File: config.mk
export PLATFORM = sky130hd
export DESIGN_NAME = mem_bus_arbiter_flat
export DESIGN_NICKNAME = d
export VERILOG_FILES = /design/src/rtl/mem_bus_arbiter_if.sv /design/src/rtl/mem_bus_arbiter.sv /design/src/flat_wrapper.sv
export SDC_FILE = /design/constraint.sdc
export NUM_CORES = 1
export LEC_CHECK = 0
export BUFFER_PORTS_ARGS = -buffer_cell sky130_fd_sc_hd__buf_2
export CORE_AREA = 2 2 121 123
export CTS_CLUSTER_SIZE = 10
export DETAILED_ROUTE_END_ITERATION = 16
export DIE_AREA = 0 0 123 125
export PLACE_DENSITY = 0.52
export SYNTH_ARGS = -nofsm -noshare
export SYNTH_HDL_FRONTEND = slang
export SYNTH_SLANG_ARGS = --single-unit
File: constraint.sdc
create_clock -name clk -period 2.3 [get_ports clk]
set_input_delay 0.115 -clock clk [delete_from_list [all_inputs] [get_ports clk]]
set_output_delay 0.115 -clock clk [all_outputs]
set_load 0.03 [all_outputs]
File: src/rtl/mem_bus_arbiter_if.sv
// Memory bus bundle shared by the CPU, DMA and memory sides
// of the two-master arbiter.
interface mem_bus_arbiter_if;
  logic [31:0] addr;
  logic [31:0] wdata;
  logic [1:0]  width;
  logic        read;
  logic        write;
  logic [31:0] rdata;
  logic        ok;
  logic        err;

  modport master (
    output addr, wdata, width, read, write,
    input  rdata, ok, err
  );

  modport slave (
    input  addr, wdata, width, read, write,
    output rdata, ok, err
  );
endinterface

File: src/rtl/mem_bus_arbiter.sv
// CPU/DMA arbiter for the single memory port: serialises,
// forwards and completes transactions, with DMA locking.
module mem_bus_arbiter #(
  parameter int DMA_FIRST = 1,
  parameter int TIMEOUT   = 255
) (
  input  logic                      clk,
  input  logic                      rstn,
  mem_bus_arbiter_if.slave          cpu,
  mem_bus_arbiter_if.slave          dma,
  mem_bus_arbiter_if.master         mem,
  input  logic                      dma_lock,
  output logic [1:0]                owner
);

  typedef enum logic [1:0] {
    IDLE,
    CPU_BUSY,
    DMA_BUSY,
    DMA_HELD
  } state_t;

  localparam logic [15:0] TMO = 16'(TIMEOUT);

  state_t      state;
  state_t      state_nx;
  logic [15:0] wait_cnt;
  logic [15:0] wait_nx;

  logic cpu_req;
  logic dma_req;
  logic cpu_bad;
  logic dma_bad;
  logic tmo;
  logic busy;
  logic unused_err;

  assign cpu_req = cpu.read | cpu.write;
  assign dma_req = dma.read | dma.write;
  assign cpu_bad = (cpu.width == 2'd3) |
                   (cpu.read & cpu.write);
  assign dma_bad = (dma.width == 2'd3) |
                   (dma.read & dma.write);
  assign tmo     = (wait_cnt == TMO) & ~mem.ok;
  assign busy    = (state == CPU_BUSY) |
                   (state == DMA_BUSY);

  // the memory side has no error return of its own
  assign unused_err = mem.err;

  always_ff @(posedge clk) begin
    if (!rstn) begin
      state    <= IDLE;
      wait_cnt <= '0;
    end else begin
      state    <= state_nx;
      wait_cnt <= wait_nx;
    end
  end

  always_comb begin
    state_nx  = state;
    owner     = 2'b00;
    mem.addr  = '0;
    mem.wdata = '0;
    mem.width = '0;
    mem.read  = 1'b0;
    mem.write = 1'b0;
    cpu.ok    = 1'b0;
    cpu.err   = 1'b0;
    cpu.rdata = '0;
    dma.ok    = 1'b0;
    dma.err   = 1'b0;
    dma.rdata = '0;

    unique case (state)
      IDLE: begin
        if (cpu_req && dma_req) begin
          state_nx = (DMA_FIRST != 0) ?
                     DMA_BUSY : CPU_BUSY;
        end else if (cpu_req) begin
          state_nx = CPU_BUSY;
        end else if (dma_req) begin
          state_nx = DMA_BUSY;
        end
      end

      CPU_BUSY: begin
        owner     = 2'b01;
        mem.addr  = cpu.addr;
        mem.wdata = cpu.wdata;
        mem.width = cpu.width;
        mem.read  = cpu.read & ~cpu_bad;
        mem.write = cpu.write & ~cpu_bad;
        cpu.ok    = ~cpu_bad & mem.ok;
        cpu.err   = cpu_bad | tmo;
        cpu.rdata = (~cpu_bad & mem.ok) ?
                    mem.rdata : '0;
        if (cpu.ok || cpu.err) begin
          state_nx = dma_req ? DMA_BUSY : IDLE;
        end
      end

      DMA_BUSY: begin
        owner     = 2'b10;
        mem.addr  = dma.addr;
        mem.wdata = dma.wdata;
        mem.width = dma.width;
        mem.read  = dma.read & ~dma_bad;
        mem.write = dma.write & ~dma_bad;
        dma.ok    = ~dma_bad & mem.ok;
        dma.err   = dma_bad | tmo;
        dma.rdata = (~dma_bad & mem.ok) ?
                    mem.rdata : '0;
        if (dma.ok || dma.err) begin
          if (dma_lock) begin
            state_nx = DMA_HELD;
          end else if (cpu_req) begin
            state_nx = CPU_BUSY;
          end else begin
            state_nx = IDLE;
          end
        end
      end

      DMA_HELD: begin
        owner = 2'b10;
        if (dma_req) begin
          state_nx = DMA_BUSY;
        end else if (!dma_lock) begin
          state_nx = IDLE;
        end
      end

      default: state_nx = IDLE;
    endcase
  end

  // each BUSY stint is exactly one transaction
  always_comb begin
    wait_nx = wait_cnt;
    if (state_nx != state) begin
      wait_nx = '0;
    end else if (busy && !mem.ok) begin
      wait_nx = wait_cnt + 16'd1;
    end
  end

endmodule

File: src/flat_wrapper.sv
// flat-port wrapper written by rule: the top's interface ports become plain ports
module mem_bus_arbiter_flat 
#(
  parameter int DMA_FIRST = 1,
  parameter int TIMEOUT   = 255
)
  (clk, rstn, dma_lock, owner, cpu_addr, cpu_wdata, cpu_width, cpu_read, cpu_write, cpu_rdata, cpu_ok, cpu_err, dma_addr, dma_wdata, dma_width, dma_read, dma_write, dma_rdata, dma_ok, dma_err, mem_addr, mem_wdata, mem_width, mem_read, mem_write, mem_rdata, mem_ok, mem_err);
  mem_bus_arbiter_if cpu_i ();
  mem_bus_arbiter_if dma_i ();
  mem_bus_arbiter_if mem_i ();
  input  logic clk;
  input  logic rstn;
  input  logic dma_lock;
  output logic [1:0] owner;
  input wire logic [$bits(cpu_i.addr)-1:0] cpu_addr;
  input wire logic [$bits(cpu_i.wdata)-1:0] cpu_wdata;
  input wire logic [$bits(cpu_i.width)-1:0] cpu_width;
  input wire logic [$bits(cpu_i.read)-1:0] cpu_read;
  input wire logic [$bits(cpu_i.write)-1:0] cpu_write;
  output wire logic [$bits(cpu_i.rdata)-1:0] cpu_rdata;
  output wire logic [$bits(cpu_i.ok)-1:0] cpu_ok;
  output wire logic [$bits(cpu_i.err)-1:0] cpu_err;
  input wire logic [$bits(dma_i.addr)-1:0] dma_addr;
  input wire logic [$bits(dma_i.wdata)-1:0] dma_wdata;
  input wire logic [$bits(dma_i.width)-1:0] dma_width;
  input wire logic [$bits(dma_i.read)-1:0] dma_read;
  input wire logic [$bits(dma_i.write)-1:0] dma_write;
  output wire logic [$bits(dma_i.rdata)-1:0] dma_rdata;
  output wire logic [$bits(dma_i.ok)-1:0] dma_ok;
  output wire logic [$bits(dma_i.err)-1:0] dma_err;
  output wire logic [$bits(mem_i.addr)-1:0] mem_addr;
  output wire logic [$bits(mem_i.wdata)-1:0] mem_wdata;
  output wire logic [$bits(mem_i.width)-1:0] mem_width;
  output wire logic [$bits(mem_i.read)-1:0] mem_read;
  output wire logic [$bits(mem_i.write)-1:0] mem_write;
  input wire logic [$bits(mem_i.rdata)-1:0] mem_rdata;
  input wire logic [$bits(mem_i.ok)-1:0] mem_ok;
  input wire logic [$bits(mem_i.err)-1:0] mem_err;
  assign cpu_i.addr = cpu_addr;
  assign cpu_i.wdata = cpu_wdata;
  assign cpu_i.width = cpu_width;
  assign cpu_i.read = cpu_read;
  assign cpu_i.write = cpu_write;
  assign cpu_rdata = cpu_i.rdata;
  assign cpu_ok = cpu_i.ok;
  assign cpu_err = cpu_i.err;
  assign dma_i.addr = dma_addr;
  assign dma_i.wdata = dma_wdata;
  assign dma_i.width = dma_width;
  assign dma_i.read = dma_read;
  assign dma_i.write = dma_write;
  assign dma_rdata = dma_i.rdata;
  assign dma_ok = dma_i.ok;
  assign dma_err = dma_i.err;
  assign mem_addr = mem_i.addr;
  assign mem_wdata = mem_i.wdata;
  assign mem_width = mem_i.width;
  assign mem_read = mem_i.read;
  assign mem_write = mem_i.write;
  assign mem_i.rdata = mem_rdata;
  assign mem_i.ok = mem_ok;
  assign mem_i.err = mem_err;
  mem_bus_arbiter #(.DMA_FIRST(DMA_FIRST), .TIMEOUT(TIMEOUT)) u_core (.clk(clk), .rstn(rstn), .cpu(cpu_i), .dma(dma_i), .mem(mem_i), .dma_lock(dma_lock), .owner(owner));
endmodule
# Word level (Yosys, flattened, before mapping)
# Index checks and enable logic that the tools add are counted.
# W data, S select, Z words.
dict set report classes {
  eq_ne 7
  order_cmp 0
  addsub 1
  bitwise_logic 20
  n_mux 25
  n_mul 0
  div 0
  shift 0
  n_reduce_logical 8
}
# operator count
set op_table {}
lappend op_table {{$mux W32} 4}
lappend op_table {{$pmux W32 S2} 2}
lappend op_table {{$mux W2} 9}
lappend op_table {{$add A16 B1 Y16 const B} 1}
lappend op_table {{$eq A16 B8 Y1 const B} 1}
lappend op_table {{$and A1 B1 Y1} 9}
lappend op_table {{$eq A2 B2 Y1 const B} 4}
lappend op_table {{$pmux W2 S2} 2}
lappend op_table {{$pmux W2 S4} 1}
lappend op_table {{$or A1 B1 Y1} 7}
lappend op_table {{$mux W1} 5}
lappend op_table {{$not A1 Y1} 4}
lappend op_table {{$pmux W1 S2} 2}
lappend op_table {{$reduce_or A2 Y1} 2}
lappend op_table {{$eq A2 B1 Y1 const B} 1}
lappend op_table {{$logic_and A1 B1 Y1} 2}
lappend op_table {{$logic_not A2 Y1} 1}
lappend op_table {{$logic_or A1 B1 Y1} 2}
lappend op_table {{$ne A2 B2 Y1} 1}
lappend op_table {{$logic_not A1 Y1} 1}
dict set report totals {
  output_inout_bits 138
  memories 0
  in_bits 173
  ramBits 0
  mem_bits_ro 0
  regBits 18
  latch_bits 0
  wordCells 63
}

# Logic depth before layout (Yosys ltp)
dict set report depth {
  depth_word 9
  mapped_depth 9
  depth_no_buf 8
}

# Worst setup path before layout
# Ideal clock, no wire load.
dict set report synth_path {
  path_kind {reg-to-output}
  start {reg u_core.state[1]}
  end {out cpu_err}
  path_stages_with_launch 7
  path_buffers 3
  path_slack_ns -0.353
  t_arrival_ns 2.538
  t_required_ns 2.185
  path_cell_list {dfxtp_1 inv_1 ha_1 clkbuf_1 clkbuf_1 buf_1 a21boi_0}
}
dict set report synth_via {
  elab_chain_len 2
}
# element line_no
set synth_lines {}
lappend synth_lines {{start, declared} mem_bus_arbiter.sv:25} ;# state_t state;
lappend synth_lines {{start signal, assigned} mem_bus_arbiter.sv:56} ;# state <= state_nx;
lappend synth_lines {{$eq A2 B1 Y1} mem_bus_arbiter.sv:76} ;# unique case (state)
lappend synth_lines {{$mux W1} mem_bus_arbiter.sv:76}
lappend synth_lines {{end, declared} flat_wrapper.sv:22} ;# output wire logic [$bits(cpu_i.err)-1:0] cpu_err;
# No other way between the ends.

# Final worst setup path
dict set report layout_path {
  start {reg u_core.wait_cnt[10]}
  end {reg u_core.wait_cnt[0]}
}
dict set report layout_via {
  elab_chain_len 8
  word_cells_on_any_way 11
  cone_classes {2 x eq/ne; 3 x mux; 3 x bitwise; 3 x reduce/logical}
}
# element line_no
set layout_lines {}
lappend layout_lines {{start, declared} mem_bus_arbiter.sv:27} ;# logic [15:0] wait_cnt;
lappend layout_lines {{start signal, assigned} mem_bus_arbiter.sv:57} ;# wait_cnt <= wait_nx;
lappend layout_lines {{$eq A16 B8 Y1 *} mem_bus_arbiter.sv:44} ;# assign tmo = (wait_cnt == TMO) & ~mem.ok;
lappend layout_lines {{$and A1 B1 Y1 *} mem_bus_arbiter.sv:44}
lappend layout_lines {{$or A1 B1 Y1 (on tied branches)} {mem_bus_arbiter.sv:112, mem_bus_arbiter.sv:96}}
lappend layout_lines {{$logic_or A1 B1 Y1 (on tied branches)} {mem_bus_arbiter.sv:115, mem_bus_arbiter.sv:99}}
lappend layout_lines {{$mux W2 (on tied branches)} {mem_bus_arbiter.sv:115, mem_bus_arbiter.sv:99}}
lappend layout_lines {{$pmux W2 S4 *} mem_bus_arbiter.sv:76}
lappend layout_lines {{$ne A2 B2 Y1 *} mem_bus_arbiter.sv:142} ;# if (state_nx != state) begin
lappend layout_lines {{$reduce_or A2 Y1 (no line) *} n/a}
# Mark *: on every way between the ends. The rest lies on a longest branch, timed or not.
# A chain may end at the register's enable or synchronous reset.

==> impl_metrics.ini <==
[cts]
clockBufferDepth = 2
clk_latency_ns = 0.25
cts_tree = built
numCtsBuffers = 3
htreeDepth = 1
clk_pin_slew_ns = 0.05
ctsHoldBuffers = 0
cts-root-buf = clkbuf_16
cts.sinks = 18

[status]
outcome = complete, but fails checks
violations = setup timing

[place]
gp_congestion = 0.820
port_buffers = 309
placed_cells = 855
dp_hpwl_um = 10500

[layout]
multi_input_area_um2 = 2450
final_nets = 863
ff_latch_area_um2 = 364
area_growth_syn_to_layout_pct = 84.4
n_antenna_cell = 0
fin_util = 0.357
nFillCells = 1559
stdcell_count = 868
drive_above_1_share = 0.604

[drt]
drt-total-wl_um = 13500
vias_per_cell = 4.53
first_pass_iters = 4
drtAntennaViolNets = 0
drc = 0
wl_per_cell_um = 15.6
drt_iter0_markers = 172
via_count = 3931

[synth]
synth_seq_cells = 18
syn_area_um2 = 2750
synthCells = 367
avgSynthCellArea_um2 = 7.49
synth.top_cell.area_share = 0.186
ys.flop_type = dfxtp_1
yosysTopAreaCell = a22oi_1
synth_area_leaders = a22oi_1, nor2b_1, and2_1, dfxtp_1, a211oi_2
yosysWarnings = 0
yosysMostFrequentCell = nor2b_1
ys_top_cells_by_count = nor2b_1, a22oi_1, and2_1
synthArstFlopShare = 0
synth_edf_count = 0
syn-num-nets = 545
synthDistinctLibCells = 48
yosysSeqAreaShare = 0.131

[global_routing]
grt_pass1_vias = 3571
grt.overflow.total = 0
grt_pass1_wl_um = 19400
grt_antenna_before_repair = 0
grt_start_max_net_pins = 69
track_usage = 0.159

[die]
start_util = 0.194
fp.coreArea_um2 = 14200
row_count = 44
die_area_um2 = 15400
die_h_um = 125
die_w_um = 123
io_pins = 311

[worst_setup_path]
critPathLaunch = u_core.wait_cnt[10]
required_ns = 2.47
ff2ff_setup_slack_ns = -0.12
crit_end = u_core.wait_cnt[0]
critPathLaunchType = register
critPathKind = reg -> reg
crit_path_end_kind = register
cp_data_arrival_time_ns = 2.59
cp_max_fo = 8
worstReg2RegEnd = u_core.wait_cnt[0]
worstReg2RegStart = u_core.wait_cnt[10]
rr_worst_depth = 8

[sta]
skew_ns = 0.00474
grt_setup_unrepaired = true
period_share = 1.05
period_needed_ns = 2.42
worst_slack_ns = -0.116
finalSetupViolCount = 16
worstMarginPinSlew_ns = 0.607
drv_slew = 0
fmax_mhz = 414
finalHoldViolCount = 0
slew_headroom = 0.595

[pwr]
leakage_nw = 2.47
power_mw = 2.12
p_per_area_nw_per_um2 = 418
ir_worst_vdd_uv = 228

[worst_hold_path]
hold_class = in -> reg

[flow_run]
max_cap_viol_count = 0
cell families (layout without fill, tap and decap cells):
kind of cell	count (synthesis)	in the layout	synth area share
flops	18	18	0.131
simple gates	181	182	0.405
fa+ha+maj	5	5	0.0228
compound gates	108	109	0.326
mux	1	1	0.00364
xor+xnor	15	15	0.0478
buf+inv	39	354	0.0633
metrics by stage:
| step | setup slack [ns] | instance area (um^2) | setup TNS (ns) | hold slack (ns) |
|---|---|---|---|---|
| final | -0.116 | 5070 | -1.59 | 0.141 |
| after global routing | -0.195 | 5070 | -2.83 | 0.151 |
| after CTS | -0.0911 | 4850 | -1.22 | 0.124 |
| after detailed placement | -0.139 | 4700 | -1.93 | 0.369 |
| after global placement | -0.0971 | 4700 | -1.04 | 0.398 |
| after floorplan | 0.00000200 | 2820 | 0 | 0.237 |
how the worst min path moves through the flow:
| stage | startpoint | end | slack, ns | depth (start not counted) |
|---|---|---|---|---|
| after floorplan | rstn | u_core.state[0] | 0.24 | 1 |
| after global placement | rstn | u_core.state[0] | 0.40 | 2 |
| after detailed placement | rstn | u_core.state[0] | 0.37 | 2 |
| after CTS | rstn | u_core.state[0] | 0.12 | 2 |
| after global routing | rstn | u_core.state[0] | 0.15 | 2 |
| final | rstn | u_core.state[0] | 0.14 | 2 |
metal layers:
layer / up-vias / GRT usage / share of wire
met1: 1798 / 0.194 / 0.40
li1: 1956 / - / -
met3: 17 / 0.0292 / 0.069
met5: - / 0 / 0
met4: 0 / 0.0468 / 0.025
met2: 160 / 0.280 / 0.51
registers in the layout (all words and copies together) (netlist names):
signal and count:
u_core.state 2, u_core.wait_cnt 16
where the power goes:
| group | internal (mW) | switching (mW) |
|---|---|---|
| combinational | 0.567 | 0.841 |
| sequential | 0.318 | 0.00425 |
| clock | 0.265 | 0.121 |
cell usage in the layout, fill, tap and decap left out, types with 5 or more instances in the layout:
master	count
clkbuf_16	5
nor2b_1	50
a211oi_2	16
nor2b_2	19
buf_6	7
xnor2_1	9
a22oi_1	68
buf_2	307
xor2_1	6
and2_1	68
inv_1	5
buf_4	25
nor2_1	9
dfxtp_1	15
nand3_1	9
worst max-delay path, cell delays in order, from the launching register on:
cell and delay, ns:
dfxtp_1 0.30, or4_4 0.57, o41ai_4 0.43, buf_4 0.17
nor3_2 0.04, a311oi_4 0.21, buf_6 0.18, nand3_4 0.17
a211oi_2 0.25
what timing repair did:
| item | in CTS | in global routing |
|---|---|---|
| endpoints found under the setup margin | 18 | 22 |
| pin swaps | 3 | 18 |
| gates cloned | 2 | 2 |
| gates resized for setup | 12 | 24 |
| buffers inserted | 1 | 4 |
cell type report:
class | count | area share
multi-input cells | 312 | 0.483
repair buffers | 344 | 0.377
inverters | 6 | 0.00444
flip-flops and latches | 18 | 0.0718
well taps | 184 | 0.0454
clock buffers | 4 | 0.0175
Power figures use the tool's default switching activity.
